$ cat src/rtl/addr_4_bit.sv
// Registered WIDTH-bit ripple-carry adder with carry, signed-overflow and zero flags.
// Latency is one clk. There is no handshake: every edge captures a new result.

module addr_4_bit_fa (
  input  logic a_i,
  input  logic b_i,
  input  logic c_i,
  output logic sum_o,
  output logic carry_o
);
  logic p;

  assign p       = a_i ^ b_i;
  assign sum_o   = p ^ c_i;
  assign carry_o = (a_i & b_i) | (c_i & p);
endmodule

module addr_4_bit #(
  parameter int WIDTH = 4
) (
  input  logic             clk,
  input  logic             rst,
  input  logic [WIDTH-1:0] A,
  input  logic [WIDTH-1:0] B,
  input  logic             cin,
  output logic [WIDTH-1:0] s,
  output logic             cout,
  output logic             ovf,
  output logic             zero
);
  // carry[i] is the carry into bit i; carry[WIDTH] is the carry out of the MSB
  logic [WIDTH:0]   carry;
  logic [WIDTH-1:0] s_d;
  logic             cout_d, ovf_d, zero_d;
  logic [WIDTH-1:0] s_q;
  logic             cout_q, ovf_q, zero_q;

  assign carry[0] = cin;

  for (genvar i = 0; i < WIDTH; i++) begin : g_fa
    addr_4_bit_fa u_fa (
      .a_i     (A[i]),
      .b_i     (B[i]),
      .c_i     (carry[i]),
      .sum_o   (s_d[i]),
      .carry_o (carry[i+1])
    );
  end

  assign cout_d = carry[WIDTH];
  assign ovf_d  = carry[WIDTH-1] ^ carry[WIDTH];
  assign zero_d = (s_d == '0);

  // Reset clears every flag, including zero, even though s is also cleared
  always_ff @(posedge clk) begin
    if (rst) begin
      s_q    <= '0;
      cout_q <= 1'b0;
      ovf_q  <= 1'b0;
      zero_q <= 1'b0;
    end else begin
      s_q    <= s_d;
      cout_q <= cout_d;
      ovf_q  <= ovf_d;
      zero_q <= zero_d;
    end
  end

  assign s    = s_q;
  assign cout = cout_q;
  assign ovf  = ovf_q;
  assign zero = zero_q;
endmodule

$ cat config.mk
export PLATFORM = sky130hd
export DESIGN_NAME = addr_4_bit
export DESIGN_NICKNAME = d
export VERILOG_FILES = /design/src/rtl/addr_4_bit.sv
export SDC_FILE = /design/constraint.sdc
export NUM_CORES = 1
export LEC_CHECK = 0
export ABC_AREA = 1
export BUFFER_PORTS_ARGS = -buffer_cell sky130_fd_sc_hd__buf_2
export CAP_MARGIN = 10
export CORE_AREA = 2 2 39 41
export CTS_CLUSTER_DIAMETER = 30
export DETAILED_ROUTE_END_ITERATION = 6
export DIE_AREA = 0 0 41 43
export PLACE_DENSITY = 0.52
export SYNTH_ARGS = -nofsm -noshare
export SYNTH_HDL_FRONTEND = slang
export SYNTH_SLANG_ARGS = --single-unit
$ cat constraint.sdc
create_clock -name clk -period 6 [get_ports clk]
set_input_delay 0.9 -clock clk [delete_from_list [all_inputs] [get_ports clk]]
set_output_delay 0.9 -clock clk [all_outputs]
set_load 0.02 [all_outputs]
* Word-level counts from Yosys, hierarchy flattened
Cells that the tools add are included.
Cells by class: reductions and logical operators 1, bitwise logic cells 21
Operators with widths (count):
- 1-bit bitwise XOR | 9
- 1-bit AND | 8
- 4-bit logical NOT | 1
- 1-bit bitwise OR | 4
Word-level totals: input bits 11, output and inout bits 7, flip-flop bits (word level) 7, logic and storage cells 26

* Logic depth before layout (Yosys ltp)
Gate-level depths: netlist of run 1.
depth in word-level cells 10, mapped depth 9, depth with buffers taken out 9

* Cells and area by module
A second synthesis of run 1 with hierarchy kept.
Unflattened totals: cells, all modules 29, area, all modules 291.5 µm²
By module, submodules not included:
- addr_4_bit | area each 211.5 µm², instances 1, cells an instance 25, sequential area each 140.1 µm²
- addr_4_bit_fa | area each 20.0 µm², instances 4, cells an instance 1, sequential area each 0.0 µm²

* Worst setup path before layout of run 1
No wires, ideal clock.
kind input -> register, start point input A[0], end point register zero_q, in the netlist zero, buffers on the path 0, arrival time 2.716 ns, library setup time 0.110 ns, setup slack 3.174 ns, stages on the path 7, data required time 5.890 ns, cells stage by stage fa_1 fa_1 fa_1 inv_1 fa_1 nand3_2 nor2_1
On the way: cells in the longest elaborated chain, start to end 9, elaborated cells between the ends (all ways) 13, those cells by class 12 x bitwise; 1 x reduce/logical
Ends and longest elaborated chain:
- from (decl) | line 23 | input logic [WIDTH-1:0] A,
- 1-bit bitwise XOR | line 13 | assign p = a_i ^ b_i;
- 1-bit AND | line 15 | assign carry_o = (a_i & b_i) | (c_i & p);
- 1-bit bitwise OR | line 15
- 1-bit AND | line 15
- 1-bit bitwise OR | line 15
- 1-bit AND | line 15
- 1-bit bitwise OR | line 15
- 1-bit bitwise XOR | line 14 | assign sum_o = p ^ c_i;
- 4-bit logical NOT (*) | line 52 | assign zero_d = (s_d == '0);
- to (signal assigned) | line 65 | zero_q <= zero_d;
- to (decl) | line 36 | logic cout_q, ovf_q, zero_q;
Every way passes the cells marked *; elsewhere a longest branch is shown, timed or not. A chain may end at the register's enable or synchronous reset.

* Worst setup path after layout of run 1
Ends and elaborated chain as after synthesis.

==> metrics.cfg, run 1 <==
[outcome]
status=finished, final reports clean

[layout]
n_antenna_cell=0
fin_cells=68
drive_gt1_share_pct=42.3
fill_cells=153
nNetsFinal=68
areaGrowthSynthToFinish_pct=43.6

[worst_hold_path]
hold_class=in2reg

[drt]
drtIter0Drc=4
wl_microns=495
wl_met2_microns=287
ant_nets=0
drtPass1Iterations=2
top_layer=met3
wire_per_inst_microns=7.28
viasPerCell=3.68
wl_met3_microns=67
vias=250
wl_met1_microns=141
drc_errors=0

[sta]
fin_crit_sh_pct=46.0
fmax_mhz=362
final_max_slew_viol_count=0
hold_violations=0
setup_viol=0
setup_slack_ns=3.24
slew_headroom_pct=92.4
period_minus_slack_ns=2.76
fin_setup_tns_ns=0
rsz0062_at_grt=no
worst_pin_slew_ns=0.113

[yosys]
synth-seq-cells=7
synth_compound_gate_area_share_pct=0
synth.area.mux_share_pct=0
synthesis.area_sq_um=302
synth_xor_xnor_area_share_pct=0
syn-instance-count=31
synth_adder_area_share_pct=26.6
synth_cell_types=7
netlist_top_cells_area=dfxtp_1, fa_1, nor2_1
yosys.area.top_type=dfxtp_1
syn_area_per_cell_sq_um=9.73
yosys.area_share.simple_pct=17.0
seq_area_frac_synth_pct=46.5
synth_top_cell_area_share_pct=46.5
syn_nets=46
synth_top_family_by_area=adder cells
ys_warn_count=0

[power]
power_frac_seq_pct=42.7
total_power_mw=0.122
power_density_nw_per_um2=282
switching_share_pct=27.9
ir_worst_vdd_v=0.0000421
clock_power_share_pct=33.5
internal_power_mw=0.0881
p_leak_nw=0.242
power_frac_comb_pct=23.7
p_sw_mw=0.0341

[die]
die_area_sq_um=1760
core_area_sq_um=1380
start_util_pct=21.8
rows=14
die_h_microns=43
die_x_microns=41
io-pin-count=18

[grt]
grt_max_degree=7
grt_first_pass_wirelength_microns=745
grt_pass1_vias=238
antenna_found_initial=0
overflow=0
grt_usage_pct=6.65

[setup_path]
cp.arrival_ns=2.90
cpLargestDelayFamily=adder cells
critPathMostFrequentCell=fa_1
cp-end-kind=flop
slowest_stage=fa_1
crit_fanout=3
crit_chain=buf_2 > fa_1 > fa_1 > fa_1 > inv_1 > fa_1 > nand3_2 > nor2_1
crit_type=in2reg
cp_slowest_stage_delay_ns=0.44
start_kind=input port
cp_num_buf_inv=2
cp.required_ns=6.14

[clock_tree]
cts_resized=0
cts_buffers=3
cts_setup_buffers=0
clkTransAtPathRegs_ns=0.05
cts_buffer_depth=2
cts_tree=built
ctsHoldBuffers=0
clock_sinks=7
root_buffer=clkbuf_4
htree_levels=1

[run]
maxCapViolations=0

[placement]
place_congestion=0.564
dp_cells=64
place_ws_ns=2.96
io_buffers=17

## cell usage in the layout, fill, tap and decap left out, drive strengths merged
master and count:
buf 17, nor2 8, inv 8, dfxtp 7, fa 4, clkbuf 4, nand2 3, nand3 1
## cells by family after synthesis
| group | Yosys count |
|---|---|
| simple gates | 12 |
| buf+inv | 8 |
| flops | 7 |
| fa+ha+maj | 4 |
## power by group through the flow
| stage | Clock [mW] | Combinational (mW) | Sequential (mW) |
|---|---|---|---|
| floorplan | 0 | 0.0119 | 0.0598 |
| global placement | 0 | 0.0294 | 0.0531 |
| detailed placement | 0 | 0.0294 | 0.0532 |
| CTS | 0.0435 | 0.0297 | 0.0523 |
| global route | 0.0453 | 0.0333 | 0.0528 |
| finish | 0.0410 | 0.0290 | 0.0522 |
## state kept, by name, summed over array words and instances (netlist names)
register  count
cout          1
ovf           1
s             4
zero          1
## routing by layer
| layer | vias to the layer above | track usage, % |
|---|---|---|
| met5 | - | 0 |
| met4 | 0 | 8.00 |
| met3 | 0 | 1.57 |
| met2 | 11 | 11.3 |
| met1 | 112 | 4.87 |
| li1 | 127 | - |
## synthesized netlist by cell type
master and count:
inv_1 7, inv_2 1, nand3_2 1, fa_1 4, nor2_1 8, nand2_1 3
dfxtp_1 7
## final timing paths
check | from | endpoint | slack [ns] | cells after the start
setup / recovery | A[0] | zero | 3.24 | 8
hold / removal | rst | cout | 0.90 | 2
## stage by stage
stage / area, sq um / hold slack [ns] / utilization (%)
2_1_floorplan: 302 / 0.967 / -
3_3_place_gp: 407 / 1.16 / 29.4
3_5_place_dp: 407 / 1.16 / 29.4
4_1_cts: 433 / 0.891 / 31.3
5_1_grt: 433 / 0.898 / 31.3
6_report: 433 / 0.896 / 31.3
## area by class of cell
class                           count  area [sq um]  share of cell area [%]
Clock buffer                        4          26.3                    6.07
Tap cell                           16          20.0                    4.62
Sequential cell                     7           140                    32.4
Multi-Input combinational cell     16           131                    30.3
Timing Repair Buffer               17          85.1                    19.7
Inverter                            8          30.0                    6.94
Note: power is estimated with default switching activity, not from simulation.
==> run 2: changes to the inputs <==
Settings changed: ABC_AREA 1 to 0, PLACE_DENSITY 0.52 to 0.53.
Clock period 6 ns to 2.46 ns, I/O delays scaled along.
==> run 2 against run 1 <==
Clock power is 140% higher; power is 140% higher; combinational power is 140% higher; setup slack worse by 3.0 ns; final area is 0.87% lower; critical path depth is 1 lower; first-iteration DRC count is 100% lower; synthesized cell count is 26% lower; utilization is 0.27 points lower; count of clock-buffer cells in the layout stayed put; sequential share of layout area is 0.28 points higher; critical path type unchanged.
==> metrics.cfg, run 2 <==
[drt]
vias=208
wl_met1_microns=161
viasPerCell=3.41
top_layer=met3
drtPass1Iterations=1
wl_met2_microns=244
drtIter0Drc=0
ant_nets=0
wl_met3_microns=42
wire_per_inst_microns=7.36
drc_errors=0
wl_microns=449

[sta]
rsz0062_at_grt=no
hold_violations=0
period_minus_slack_ns=2.19
fmax_mhz=457
slew_headroom_pct=85.9
fin_crit_sh_pct=88.9
final_max_slew_viol_count=0
worst_pin_slew_ns=0.209
setup_viol=0
setup_slack_ns=0.273
fin_setup_tns_ns=0

[outcome]
status=finished, final reports clean

[layout]
layout_common_cells=buf_2, dfxtp_1, fa_1
finalInstanceArea_sq_um=429
areaGrowthSynthToFinish_pct=47.8
nNetsFinal=61
drive_gt1_share_pct=53.3
n_antenna_cell=0
largest_register_ffs=4
mostFrequentLayoutCell=buf_2

[grt]
grt_max_degree=8
overflow=0
grt_usage_pct=6.99
grt_first_pass_wirelength_microns=793
antenna_found_initial=0
grt_pass1_vias=239

[setup_path]
cp_slowest_stage_delay_ns=0.43
slowest_stage=fa_1
start_kind=input port
critPathMostFrequentCell=fa_1
cp.arrival_ns=2.32
cpLargestDelayFamily=adder cells
cp-end-kind=flop
crit_fanout=2
cp.required_ns=2.60
crit_type=in2reg
crit_chain=buf_2 > fa_1 > fa_1 > fa_1 > inv_1 > fa_1 > and2_1
cp_num_buf_inv=2
startpoint=A[0]

[die]
core_area_sq_um=1380
io-pin-count=18
die_h_microns=43
die_x_microns=41
rows=14
start_util_pct=21.0
die_area_sq_um=1760

[yosys]
ys_warn_count=0
netlist_top_cells_area=dfxtp_1, fa_1, and2b_2
ys_async_sr_fraction_pct=0
yosysMostFrequentCell=dfxtp_1
synth_common_cells=dfxtp_1, fa_1, and2b_2, inv_1, nor2_1
synth_edf_count=0
synthFlopType=dfxtp_1
syn_nets=38
synth_cell_types=8
synth_top_cell_area_share_pct=48.3
seq_area_frac_synth_pct=48.3
syn-instance-count=23
synth-seq-cells=7
yosys.area.top_type=dfxtp_1
syn_area_per_cell_sq_um=12.6
synthesis.area_sq_um=290

[power]
p_leak_nw=0.225
power_density_nw_per_um2=687
ir_worst_vdd_v=0.000122

[placement]
place_congestion=0.608
place_ws_ns=0.0108
dpl_cell_area_sq_um=403
io_buffers=17

[clock_tree]
root_buffer=clkbuf_4
ctsHoldBuffers=0
cts_buffers=3
htree_levels=1
cts_resized=0
cts_setup_buffers=0
cts_tree=built
clkTransAtPathRegs_ns=0.05
clock_sinks=7
cts_buffer_depth=2

[worst_hold_path]
holdPathStages=2
hold_start=rst
hold_class=in2reg
min_to=cout

[run]
maxCapViolations=0

==> run 2: changes by cell type after synthesis, moves of 3 or more <==
cell / previous run / this run
and2b_2: 0 / 3
nand2_1: 3 / 0
nor2_1: 8 / 3
inv_1: 7 / 3
==> run 2: how the worst max path moves through the flow <==
| stage | endpoint | slack, ns | cells after the start |
|---|---|---|---|
| 2_1_floorplan | zero | 0.16 | 6 |
| 3_3_place_gp | zero | 0.02 | 7 |
| 3_5_place_dp | zero | 0.01 | 7 |
| 4_1_cts | zero | 0.27 | 7 |
| 5_1_grt | zero | 0.22 | 7 |
| 6_report | zero | 0.27 | 7 |
==> run 2: area by class of cell <==
type | instances | area, sq um
Tap cell | 16 | 20.0
Clock buffer | 4 | 26.3
Sequential cell | 7 | 140
Fill cell | 151 | 955
Timing Repair Buffer | 18 | 92.6
Multi-Input combinational cell | 13 | 139
Inverter | 3 | 11.3
==> run 2: kinds of logic (layout without fill, tap and decap cells) <==
group / count (synthesis) / in the layout / synth area share (%)
adder cells (fa/ha/maj): 4 / 4 / 27.6
buffers and inverters: 3 / 25 / 3.88
flip-flops: 7 / 7 / 48.3
AND/OR/NAND/NOR: 8 / 8 / 17.2
XOR/XNOR: 1 / 1 / 3.02
==> run 2: metrics by stage <==
step	hold WS [ns]	util [%]	cells	power, mW
floorplan	0.436	-	23	0.172
CTS	0.353	31.0	61	0.302
finish	0.356	31.0	61	0.295
global placement	0.607	29.1	57	0.200
global route	0.379	31.0	61	0.318
detailed placement	0.611	29.1	57	0.201
==> run 2: where the power goes <==
group / switching [mW] / internal [mW] / total [mW]
Clock: 0.0365 / 0.0615 / 0.0980
Combinational: 0.0377 / 0.0315 / 0.0692
Sequential: 0.00194 / 0.126 / 0.128
Total: 0.0761 / 0.219 / 0.295
==> run 2: metal layers <==
layer  track usage [%]  vias to the layer above
met5                 0                        -
met4              10.0                        0
met3                 0                        0
met2              9.38                        9
met1              7.95                       88
li1                  -                      111
